**src/rtl/sdram_arbiter_if.sv**
```systemverilog
// sdram_arbiter_if: CPU memory port, bulk loader port and sdram controller
// port of sdram_arbiter, bundled so the arbiter and its neighbours share one
// definition. Optional output cpuWait exists only when SDRAM_ARBITER_WAIT_EN
// is defined.
interface sdram_arbiter_if #(
  parameter int AW = 18
);
  // CPU memory port
  logic          cpuRd;
  logic          cpuWr;
  logic          cpuRf;
  logic [AW-1:0] cpuA;
  logic [7:0]    cpuD;
  logic [7:0]    cpuQ;
`ifdef SDRAM_ARBITER_WAIT_EN
  logic          cpuWait;
`endif
  // Bulk loader port
  logic          ldrReq;
  logic          ldrWe;
  logic [AW-1:0] ldrA;
  logic [7:0]    ldrD;
  logic [7:0]    ldrQ;
  logic          ldrAck;
  logic          ldrBusy;
  // sdram controller port
  logic          sdrRf;
  logic          sdrRd;
  logic          sdrWr;
  logic [15:0]   sdrD;
  logic [23:0]   sdrA;
  logic [15:0]   sdrQ;

  // Arbiter side
  modport slave (
    input  cpuRd, cpuWr, cpuRf, cpuA, cpuD,
    input  ldrReq, ldrWe, ldrA, ldrD,
    input  sdrQ,
    output cpuQ, ldrQ, ldrAck, ldrBusy,
    output sdrRf, sdrRd, sdrWr, sdrD, sdrA
`ifdef SDRAM_ARBITER_WAIT_EN
    , output cpuWait
`endif
  );

  // Requester / controller-model side
  modport master (
    output cpuRd, cpuWr, cpuRf, cpuA, cpuD,
    output ldrReq, ldrWe, ldrA, ldrD,
    output sdrQ,
    input  cpuQ, ldrQ, ldrAck, ldrBusy,
    input  sdrRf, sdrRd, sdrWr, sdrD, sdrA
`ifdef SDRAM_ARBITER_WAIT_EN
    , input cpuWait
`endif
  );
endinterface

```
**src/rtl/sdram_arbiter.sv**
```systemverilog
// sdram_arbiter: shares one sdram controller between the CPU memory port,
// the CPU refresh strobe and the bulk loader. One operation at a time, fixed
// priority CPU > refresh > loader, fixed-length service windows.
// Optional feature macro: SDRAM_ARBITER_WAIT_EN adds output cpuWait.
module sdram_arbiter #(
  parameter int AW    = 18,
  parameter int OPLEN = 8,
  parameter int RFLEN = 8
) (
  input  logic            clock,
  input  logic            reset,
  sdram_arbiter_if.slave  bus
);

  typedef enum logic [1:0] {IDLE, CPU, RFSH, LDR} state_t;

  localparam int LEN_MAX = (OPLEN > RFLEN) ? OPLEN : RFLEN;
  localparam int CW      = (LEN_MAX > 1) ? $clog2(LEN_MAX) : 1;
  localparam logic [CW-1:0] OP_LAST = CW'(OPLEN - 1);
  localparam logic [CW-1:0] RF_LAST = CW'(RFLEN - 1);

  state_t          state, state_d;
  logic [CW-1:0]   cnt, cnt_d;
  logic            start_cpu, start_rf, start_ld, win_last;

  logic            cpu_rd_q, cpu_wr_q, cpu_rf_q;
  logic            pend_rd, pend_wr, pend_rf, pend_ld;
  logic [AW-1:0]   rd_addr, wr_addr, ld_addr;
  logic [7:0]      wr_data, ld_data;
  logic            ld_we, serve_wr;

  logic [7:0]      cpu_q, ldr_q;
  logic            ldr_ack;
  logic            sdr_rf, sdr_rd, sdr_wr;
  logic [15:0]     sdr_d;
  logic [23:0]     sdr_a;

  logic            rd_edge, wr_edge, rf_edge;
  logic            clr_rd, clr_wr, clr_rf, clr_ld;

  assign rd_edge = bus.cpuRd & ~cpu_rd_q;
  assign wr_edge = bus.cpuWr & ~cpu_wr_q;
  assign rf_edge = bus.cpuRf & ~cpu_rf_q;

  // A window retires its own pending flag on its last count only.
  assign clr_rd = win_last && (state == CPU) && !serve_wr;
  assign clr_wr = win_last && (state == CPU) &&  serve_wr;
  assign clr_rf = win_last && (state == RFSH);
  assign clr_ld = win_last && (state == LDR);

  // Arbitration from IDLE and window counting.
  always_comb begin
    // NOTE: every output gets a default before the case so no path leaves one unassigned; otherwise a latch is inferred.
    state_d   = state;
    cnt_d     = cnt;
    start_cpu = 1'b0;
    start_rf  = 1'b0;
    start_ld  = 1'b0;
    win_last  = 1'b0;
    case (state)
      IDLE: begin
        cnt_d = '0;
        if (pend_rd || pend_wr) begin
          state_d   = CPU;
          start_cpu = 1'b1;
        end else if (pend_rf) begin
          state_d  = RFSH;
          start_rf = 1'b1;
        end else if (pend_ld) begin
          state_d  = LDR;
          start_ld = 1'b1;
        end
      end
      CPU, LDR: begin
        if (cnt == OP_LAST) begin
          state_d  = IDLE;
          win_last = 1'b1;
        end else begin
          cnt_d = cnt + CW'(1);
        end
      end
      RFSH: begin
        if (cnt == RF_LAST) begin
          state_d  = IDLE;
          win_last = 1'b1;
        end else begin
          cnt_d = cnt + CW'(1);
        end
      end
      default: state_d = IDLE;
    endcase
  end

  // State register and window counter.
  always_ff @(posedge clock) begin
    // NOTE: flops use <= so every register sees pre-edge values; = would make results depend on block order.
    if (!reset) begin
      state <= IDLE;
      cnt   <= '0;
    end else begin
      state <= state_d;
      cnt   <= cnt_d;
    end
  end

  // Request capture, strobes, address/data drive and read-data return.
  always_ff @(posedge clock) begin
    if (!reset) begin
      cpu_rd_q <= 1'b0;
      cpu_wr_q <= 1'b0;
      cpu_rf_q <= 1'b0;
      pend_rd  <= 1'b0;
      pend_wr  <= 1'b0;
      pend_rf  <= 1'b0;
      pend_ld  <= 1'b0;
      rd_addr  <= '0;
      wr_addr  <= '0;
      ld_addr  <= '0;
      wr_data  <= '0;
      ld_data  <= '0;
      ld_we    <= 1'b0;
      serve_wr <= 1'b0;
      cpu_q    <= '0;
      ldr_q    <= '0;
      ldr_ack  <= 1'b0;
      sdr_rf   <= 1'b0;
      sdr_rd   <= 1'b0;
      sdr_wr   <= 1'b0;
      sdr_d    <= '0;
      sdr_a    <= '0;
    end else begin
      cpu_rd_q <= bus.cpuRd;
      cpu_wr_q <= bus.cpuWr;
      cpu_rf_q <= bus.cpuRf;

      // First request wins; a flag retiring this clock may be re-armed.
      if (rd_edge && (!pend_rd || clr_rd)) begin
        pend_rd <= 1'b1;
        rd_addr <= bus.cpuA;
      end else if (clr_rd) begin
        pend_rd <= 1'b0;
      end

      if (wr_edge && (!pend_wr || clr_wr)) begin
        pend_wr <= 1'b1;
        wr_addr <= bus.cpuA;
        wr_data <= bus.cpuD;
      end else if (clr_wr) begin
        pend_wr <= 1'b0;
      end

      if (rf_edge && (!pend_rf || clr_rf)) begin
        pend_rf <= 1'b1;
      end else if (clr_rf) begin
        pend_rf <= 1'b0;
      end

      // pend_ld doubles as ldrBusy, so requests are ignored until the ack clock.
      if (bus.ldrReq && !pend_ld) begin
        pend_ld <= 1'b1;
        ld_we   <= bus.ldrWe;
        ld_addr <= bus.ldrA;
        ld_data <= bus.ldrD;
      end else if (clr_ld) begin
        pend_ld <= 1'b0;
      end

      if (start_cpu) begin
        serve_wr <= pend_wr;
      end

      // Only one start_* can be high, so strobes are exclusive by construction.
      sdr_rf <= start_rf;
      sdr_rd <= (start_cpu && !pend_wr) || (start_ld && !ld_we);
      sdr_wr <= (start_cpu &&  pend_wr) || (start_ld &&  ld_we);

      if (start_cpu) begin
        sdr_a <= 24'(pend_wr ? wr_addr : rd_addr);
        sdr_d <= {2{wr_data}};
      end else if (start_ld) begin
        sdr_a <= 24'(ld_addr);
        sdr_d <= {2{ld_data}};
      end

      ldr_ack <= clr_ld;
      if (clr_rd) begin
        cpu_q <= bus.sdrQ[7:0];
      end
      if (clr_ld && !ld_we) begin
        ldr_q <= bus.sdrQ[7:0];
      end
    end
  end

  assign bus.cpuQ    = cpu_q;
  assign bus.ldrQ    = ldr_q;
  assign bus.ldrAck  = ldr_ack;
  assign bus.ldrBusy = pend_ld;
  assign bus.sdrRf   = sdr_rf;
  assign bus.sdrRd   = sdr_rd;
  assign bus.sdrWr   = sdr_wr;
  assign bus.sdrD    = sdr_d;
  assign bus.sdrA    = sdr_a;

`ifdef SDRAM_ARBITER_WAIT_EN
  assign bus.cpuWait = pend_rd | pend_wr | (state == CPU);
`endif

  // The controller returns 16 bits; only the low byte carries data.
  logic unused_sdr_q_hi;
  assign unused_sdr_q_hi = ^bus.sdrQ[15:8];

endmodule

```
**src/flat_wrapper.sv**
```systemverilog
// flat-port wrapper written by rule: the top's interface ports become plain ports
module sdram_arbiter_flat 
#(
  parameter int AW    = 18,
  parameter int OPLEN = 8,
  parameter int RFLEN = 8
)
  (clock, reset, bus_cpuRd, bus_cpuWr, bus_cpuRf, bus_cpuA, bus_cpuD, bus_ldrReq, bus_ldrWe, bus_ldrA, bus_ldrD, bus_sdrQ, bus_cpuQ, bus_ldrQ, bus_ldrAck, bus_ldrBusy, bus_sdrRf, bus_sdrRd, bus_sdrWr, bus_sdrD, bus_sdrA);
  sdram_arbiter_if #(.AW(AW)) bus_i ();
  input  logic clock;
  input  logic reset;
  input wire logic [$bits(bus_i.cpuRd)-1:0] bus_cpuRd;
  input wire logic [$bits(bus_i.cpuWr)-1:0] bus_cpuWr;
  input wire logic [$bits(bus_i.cpuRf)-1:0] bus_cpuRf;
  input wire logic [$bits(bus_i.cpuA)-1:0] bus_cpuA;
  input wire logic [$bits(bus_i.cpuD)-1:0] bus_cpuD;
  input wire logic [$bits(bus_i.ldrReq)-1:0] bus_ldrReq;
  input wire logic [$bits(bus_i.ldrWe)-1:0] bus_ldrWe;
  input wire logic [$bits(bus_i.ldrA)-1:0] bus_ldrA;
  input wire logic [$bits(bus_i.ldrD)-1:0] bus_ldrD;
  input wire logic [$bits(bus_i.sdrQ)-1:0] bus_sdrQ;
  output wire logic [$bits(bus_i.cpuQ)-1:0] bus_cpuQ;
  output wire logic [$bits(bus_i.ldrQ)-1:0] bus_ldrQ;
  output wire logic [$bits(bus_i.ldrAck)-1:0] bus_ldrAck;
  output wire logic [$bits(bus_i.ldrBusy)-1:0] bus_ldrBusy;
  output wire logic [$bits(bus_i.sdrRf)-1:0] bus_sdrRf;
  output wire logic [$bits(bus_i.sdrRd)-1:0] bus_sdrRd;
  output wire logic [$bits(bus_i.sdrWr)-1:0] bus_sdrWr;
  output wire logic [$bits(bus_i.sdrD)-1:0] bus_sdrD;
  output wire logic [$bits(bus_i.sdrA)-1:0] bus_sdrA;
  assign bus_i.cpuRd = bus_cpuRd;
  assign bus_i.cpuWr = bus_cpuWr;
  assign bus_i.cpuRf = bus_cpuRf;
  assign bus_i.cpuA = bus_cpuA;
  assign bus_i.cpuD = bus_cpuD;
  assign bus_i.ldrReq = bus_ldrReq;
  assign bus_i.ldrWe = bus_ldrWe;
  assign bus_i.ldrA = bus_ldrA;
  assign bus_i.ldrD = bus_ldrD;
  assign bus_i.sdrQ = bus_sdrQ;
  assign bus_cpuQ = bus_i.cpuQ;
  assign bus_ldrQ = bus_i.ldrQ;
  assign bus_ldrAck = bus_i.ldrAck;
  assign bus_ldrBusy = bus_i.ldrBusy;
  assign bus_sdrRf = bus_i.sdrRf;
  assign bus_sdrRd = bus_i.sdrRd;
  assign bus_sdrWr = bus_i.sdrWr;
  assign bus_sdrD = bus_i.sdrD;
  assign bus_sdrA = bus_i.sdrA;
  sdram_arbiter #(.AW(AW), .OPLEN(OPLEN), .RFLEN(RFLEN)) u_core (.clock(clock), .reset(reset), .bus(bus_i));
endmodule
```
**config.mk**
```make
export PLATFORM = sky130hd
export DESIGN_NAME = sdram_arbiter_flat
export DESIGN_NICKNAME = d
export VERILOG_FILES = /design/src/rtl/sdram_arbiter_if.sv /design/src/rtl/sdram_arbiter.sv /design/src/flat_wrapper.sv
export SDC_FILE = /design/constraint.sdc
export NUM_CORES = 1
export LEC_CHECK = 0
export CAP_MARGIN = 20
export CORE_ASPECT_RATIO = 1.5
export CORE_MARGIN = 8
export CORE_UTILIZATION = 35
export CTS_CLUSTER_SIZE = 14
export DETAILED_ROUTE_END_ITERATION = 7
export GPL_ROUTABILITY_DRIVEN = 0
export SLEW_MARGIN = 10
export SYNTH_ARGS = -nofsm -noshare
export SYNTH_HDL_FRONTEND = slang
export SYNTH_SLANG_ARGS = --single-unit
export TNS_END_PERCENT = 30
```
**constraint.sdc**
```tcl
create_clock -name clock -period 2.6 [get_ports clock]
set_input_delay 0.65 -clock clock [delete_from_list [all_inputs] [get_ports clock]]
set_output_delay 0.65 -clock clock [all_outputs]
set_load 0.1 [all_outputs]
```
Word level (Yosys, flattened, before mapping)
Index checks and enable logic that the tools add are counted.
{"block": "classes", "magnitude_cmp": 0, "muxes": 29, "n_eq_ne": 7, "multipliers": 0, "bitwise_logic": 8, "n_reduce_logical": 35, "add_sub_neg": 1, "shift": 0, "n_div": 0}
{"op": "2-to-1 mux 24 bit", "count": 2}
{"op": "2-to-1 mux 16 bit", "count": 2}
{"op": "2-to-1 mux 18 bit", "count": 1}
{"op": "2-to-1 mux 1 bit", "count": 17}
{"op": "logical AND 1 bit", "count": 14}
{"op": "nonzero test 2 bit", "count": 5}
{"op": "2-to-1 mux 2 bit", "count": 4}
{"op": "zero test 1 bit", "count": 6}
{"op": "logical OR 1 bit", "count": 6}
{"op": "one-hot mux 3 bit (2 select lines)", "count": 1}
{"op": "OR reduction 3 bit", "count": 2}
{"op": "NOT 1 bit", "count": 5}
{"op": "equality test 2 bit, second input constant", "count": 2}
{"op": "inequality test 4 x 1 -> 1 bit, second input constant", "count": 1}
{"op": "one-hot mux 2 bit (2 select lines)", "count": 1}
{"op": "adder 3 x 1 -> 3 bit, second input constant", "count": 1}
{"op": "AND 1 bit", "count": 3}
{"op": "equality test 3 bit, second input constant", "count": 1}
{"op": "2-to-1 mux 3 bit", "count": 1}
{"op": "equality test 2 x 1 -> 1 bit, second input constant", "count": 1}
{"op": "zero test 2 bit", "count": 1}
{"op": "inequality test 2 x 1 -> 1 bit, second input constant", "count": 1}
{"op": "inequality test 2 bit, second input constant", "count": 1}
{"op": "AND reduction 2 bit", "count": 1}
{"block": "word_totals", "register_bits": 144, "output_inout_bits": 61, "wordCells": 104, "n_memories": 0, "latch_bits": 0, "mem_bits_rw": 0, "rom_bits": 0}

Longest topological paths before layout
{"block": "depth", "ltp_word": 8, "mapped_depth": 10}

Worst setup path before layout
OpenSTA, ideal clock, no wires.
{"block": "synth_timing", "path_type": "flip-flop to flip-flop", "from": "reg u_core.pend_ld (netlist: u_core.bus.ldrBusy)", "to": "reg u_core.sdr_a[12] (netlist: u_core.bus.sdrA[12])", "path_stages_with_launch": 7, "setup_slack_ns": 0.532, "setup_time_ns": 0.067, "period_less_slack_ns": 2.068, "required_ns": 2.533, "n_path_buf": 2, "arrival_ns": 2.000, "path_cell_list": "dfxtp_1 > nand2b_1 > a21o_1 > buf_6 > buf_6 > a211o_1 > a21oi_2"}
{"block": "synth_via", "elab_chain_cells": 5}
{"item": "from (decl)", "line_no": "sdram_arbiter.sv:27", "text": "logic pend_rd, pend_wr, pend_rf, pend_ld;"}
{"item": "from (signal assigned)", "line_no": "sdram_arbiter.sv:115", "text": "pend_ld <= 1'b0;"}
{"item": "from (signal assigned)", "line_no": "sdram_arbiter.sv:160", "text": "pend_ld <= 1'b1;"}
{"item": "from (signal assigned)", "line_no": "sdram_arbiter.sv:165", "text": "pend_ld <= 1'b0;"}
{"item": "2-to-1 mux 1 bit", "line_no": "sdram_arbiter.sv:69", "text": "end else if (pend_ld) begin"}
{"item": "2-to-1 mux 1 bit", "line_no": "sdram_arbiter.sv:66", "text": "end else if (pend_rf) begin"}
{"item": "2-to-1 mux 1 bit", "line_no": "sdram_arbiter.sv:63", "text": "if (pend_rd || pend_wr) begin"}
{"item": "2-to-1 mux 1 bit", "line_no": "sdram_arbiter.sv:60", "text": "case (state)"}
{"item": "nonzero test 2 bit (no source line)"}
{"item": "to (signal assigned)", "line_no": "sdram_arbiter.sv:178", "text": "sdr_a <= 24'(pend_wr ? wr_addr : rd_addr);"}
{"item": "to (signal assigned)", "line_no": "sdram_arbiter.sv:181", "text": "sdr_a <= 24'(ld_addr);"}
{"item": "to (decl)", "line_no": "sdram_arbiter.sv:36", "text": "logic [23:0] sdr_a;"}
No other way between the ends.
A chain may end at the register's enable or synchronous reset.

Worst setup path after layout
{"block": "layout_timing", "from": "reg u_core.cnt[0]", "to": "reg u_core.wr_addr[17]"}
{"block": "layout_via", "elab_chain_cells": 7}
{"item": "from (decl)", "line_no": "sdram_arbiter.sv:23", "text": "logic [CW-1:0] cnt, cnt_d;"}
{"item": "from (signal assigned)", "line_no": "sdram_arbiter.sv:102", "text": "cnt <= cnt_d;"}
{"item": "equality test 3 bit", "line_no": "sdram_arbiter.sv:75, sdram_arbiter.sv:83"}
{"item": "2-to-1 mux 1 bit", "line_no": "sdram_arbiter.sv:75, sdram_arbiter.sv:83"}
{"item": "2-to-1 mux 1 bit"}
{"item": "logical AND 1 bit (2 in series)", "line_no": "sdram_arbiter.sv:47", "text": "assign clr_wr = win_last && (state == CPU) && serve_wr;"}
{"item": "logical OR 1 bit", "line_no": "sdram_arbiter.sv:144", "text": "if (wr_edge && (!pend_wr || clr_wr)) begin"}
{"item": "logical AND 1 bit", "line_no": "sdram_arbiter.sv:144"}
{"item": "to (signal assigned)", "line_no": "sdram_arbiter.sv:146", "text": "wr_addr <= bus.cpuA;"}
{"item": "to (decl)", "line_no": "sdram_arbiter.sv:28", "text": "logic [AW-1:0] rd_addr, wr_addr, ld_addr;"}
No other way between the ends.

==> impl_results.md <==
- CTS tree: yes
- Tot GR Track Use: 0.157
- FF/Latch Area: roughly 2600 µm²
- First-pass GRT wire length: around 23000 µm
- Total of max-cap violations: 0
- CP arrival: around 2.4 ns
- Root Driver: clkbuf_16
- Final period util: 0.798
- Top cell type's share of synthesized area: 0.501
- Synth Register Bits: between 100 and 150
- Fill cells: roughly 1400
- Share of cells above drive strength 1: 0.151
- Hold_sp: u_core.bus.sdrA[7]
- Cell accounting for the most synthesized area: dfxtp_1
- Minimum clock period after layout: between 2 and 2.5 ns
- Core footprint: ~15000 µm²
- Setup bufs post-CTS: 0
- Total Routed Length: ~15000 µm
- Peak supply drop: about 0.34 mV
- DR DRC count: 0
- Net count, final: approximately 810
- Post-Route Setup TNS: 0 ns
- Grt ovf: 0
- Area growth syn-to-layout: 34.8%
- DRT Pass-1 Iters: 6
- Initial Util: 0.357
- Hold crit path type: reg2reg
- Port Buf Inserts: roughly 120
- Pin count of the biggest net entering global routing: between 60 and 70
- LEAKAGE: ~2.7 nW
- Synth warnings: 0
- Starting DRT DRC Count: 195
- Via count: approximately 4600
- Req. time, crit path: ~2.9 ns
- CTS max path bufs: 2
- Most common cell after layout, fill and taps aside: nand2_1
- Via density per instance: approximately 4.9
- PwrDens: about 850 nW/µm²
- Clk_lat worst skew: 0.40 ns
- Cts repair resizes: 0
- Maximum level of the CTS H-tree: 4
- CP startpoint kind: flop
- Max-slew headroom: 0.350
- CP Capture Type: flop
- RSZ-0062 raised after global routing: no
- Outcome: completed
- Mapped Area: 5190 µm²
- Post-route setup slack: 0.526 ns
- Final Hold Fails: 0
- Row count: between 50 and 60
- Vias in the first global route: between 4000 and 5000
- WL/cell: around 16 µm
- Synth top area cells: dfxtp_1 50%, nand2_1 12%, a21oi_1 11%
- Slew at the pin closest to its max-slew limit: between 0.9 and 1 ns
- IO Count: 136
- Die height: between 150 and 200 µm
- Pre-CTS WS: ~0.17 ns
- DP Wirelength: between 10000 and 15000 µm
- Ant diodes: 0
- Die area: about 19000 µm²
- FMAX: about 0.48 GHz
- Multi-input logic area: ~2300 µm²
- CP Max Fanout: 26
- Critical Path Source: u_core.cnt[0]
- Clock sinks: 130
- Sequential fraction of the synthesis area: 0.501
- Worst Skew: 0.00610 ns
- Count of final max-slew check failures: 0
- FF-to-FF path depth: 6
- Clock slew at reported path FFs: roughly 0.060 ns
- WS Path Type: reg2reg
- Horiz. Die Dim: about 120 µm
- Cells after synthesis: 628
- Routed Antenna Nets: 0
- Hold path depth: 2
- Mean Syn Cell Area: 8.27 µm²
- Yosys cell types: 34
- Worst r2r src: u_core.cnt[0]
- Hold Buf Count CTS: 0
- Most frequent cells in the layout: 164 x nand2_1, 130 x dfxtp_1, 118 x a21oi_1
- Antenna violations before repair: 0
- Clock buffer count from CTS: 17
- Final setup viols: 0
[cell type report]
class	count	share of cell area
Clock buffer	23	0.0711
Tap cell	196	0.0350
Sequential cell	130	0.372
Clock inverter	8	0.0179
Multi-Input combinational cell	442	0.326
Inverter	2	0.00125
Timing Repair Buffer	138	0.177
[path summary, 6_finish.rpt]
check                             to  slack [ns]
setup / recovery  u_core.wr_addr[17]        0.53
setup reg to reg  u_core.wr_addr[17]        0.53
hold / removal    u_core.bus.sdrA[7]        0.45
hold reg to reg   u_core.bus.sdrA[7]        0.45
[flip-flops by register name, indices dropped and copies added (netlist names)]
signal and flops:
u_core.rd_addr 18, u_core.bus.sdrRd 1, u_core.pend_wr 1, u_core.wr_data 8
u_core.bus.sdrWr 1, u_core.cpu_rf_q 1, u_core.wr_addr 18, u_core.bus.sdrRf 1
u_core.bus.sdrA 18, u_core.pend_rf 1, u_core.bus.cpuQ 8, u_core.cpu_wr_q 1
u_core.bus.sdrD 8, u_core.pend_rd 1, u_core.serve_wr 1, u_core.state 2
u_core.cnt 3, u_core.ld_addr 18, u_core.bus.ldrAck 1, u_core.ld_we 1
u_core.ld_data 8, u_core.bus.ldrBusy 1, u_core.cpu_rd_q 1, u_core.bus.ldrQ 8
[Yosys cell counts (all sizes together)]
cell type and n:
nor2 32, conb 1, a31oi 1, clkinv 2, or2 2, mux2i 28
nand3 19, xor2 1, a21o 2, dfxtp 130, buf 31, nor2b 20
and2 3, a22oi 1, o211ai 1, clkbuf 28, nand4b 1, nand2b 6
o21ai 9, ha 2, nand2 164, nor3 2, a21oi 122, nand4bb 1
or2b 1, a211o 18
[metrics by stage]
step	power (mW)	cell area [µm²]	hold WS [ns]	util	instances
final	5.95	7000	0.453	0.482	939
after global routing	6.18	7000	0.472	0.482	939
after CTS	6.01	7000	0.456	0.482	939
after detailed placement	3.53	6380	0.448	0.439	908
after global placement	3.51	6380	0.442	0.439	908
after floorplan	3.20	5210	0.436	-	633
[critical path, cell delays in order, from the launching register on]
cell and delay (ns):
dfxtp_1 0.32, ha_1 0.20, ha_1 0.19, nand4b_1 0.16, a21o_1 0.80, nand2_1 0.14, a21oi_1 0.19
[metal layers]
layer  wire, µm  track usage  vias to the layer above
met2       7620        0.275                       96
met4        383       0.0858                        0
met1       6150        0.173                     2183
met5          0            0                        -
met3        616       0.0328                       24
li1           -            -                     2275
[power breakdown]
part	switching (mW)	total (mW)	leakage, nW	internal (mW)
clock	0.848	2.48	0.294	1.63
combinational	0.909	1.27	1.36	0.358
sequential	0.0876	2.21	1.06	2.12
[logic make-up after synthesis]
group / after synthesis / synth area share
simple gates: 251 / 0.206
compound gates: 154 / 0.167
flops: 130 / 0.501
buf+inv: 61 / 0.0655
mux: 28 / 0.0540
fa+ha+maj: 2 / 0.00482
other cells: 1 / 0.000722
xor+xnor: 1 / 0.00169
Note: power is estimated with default switching activity, not from simulation.
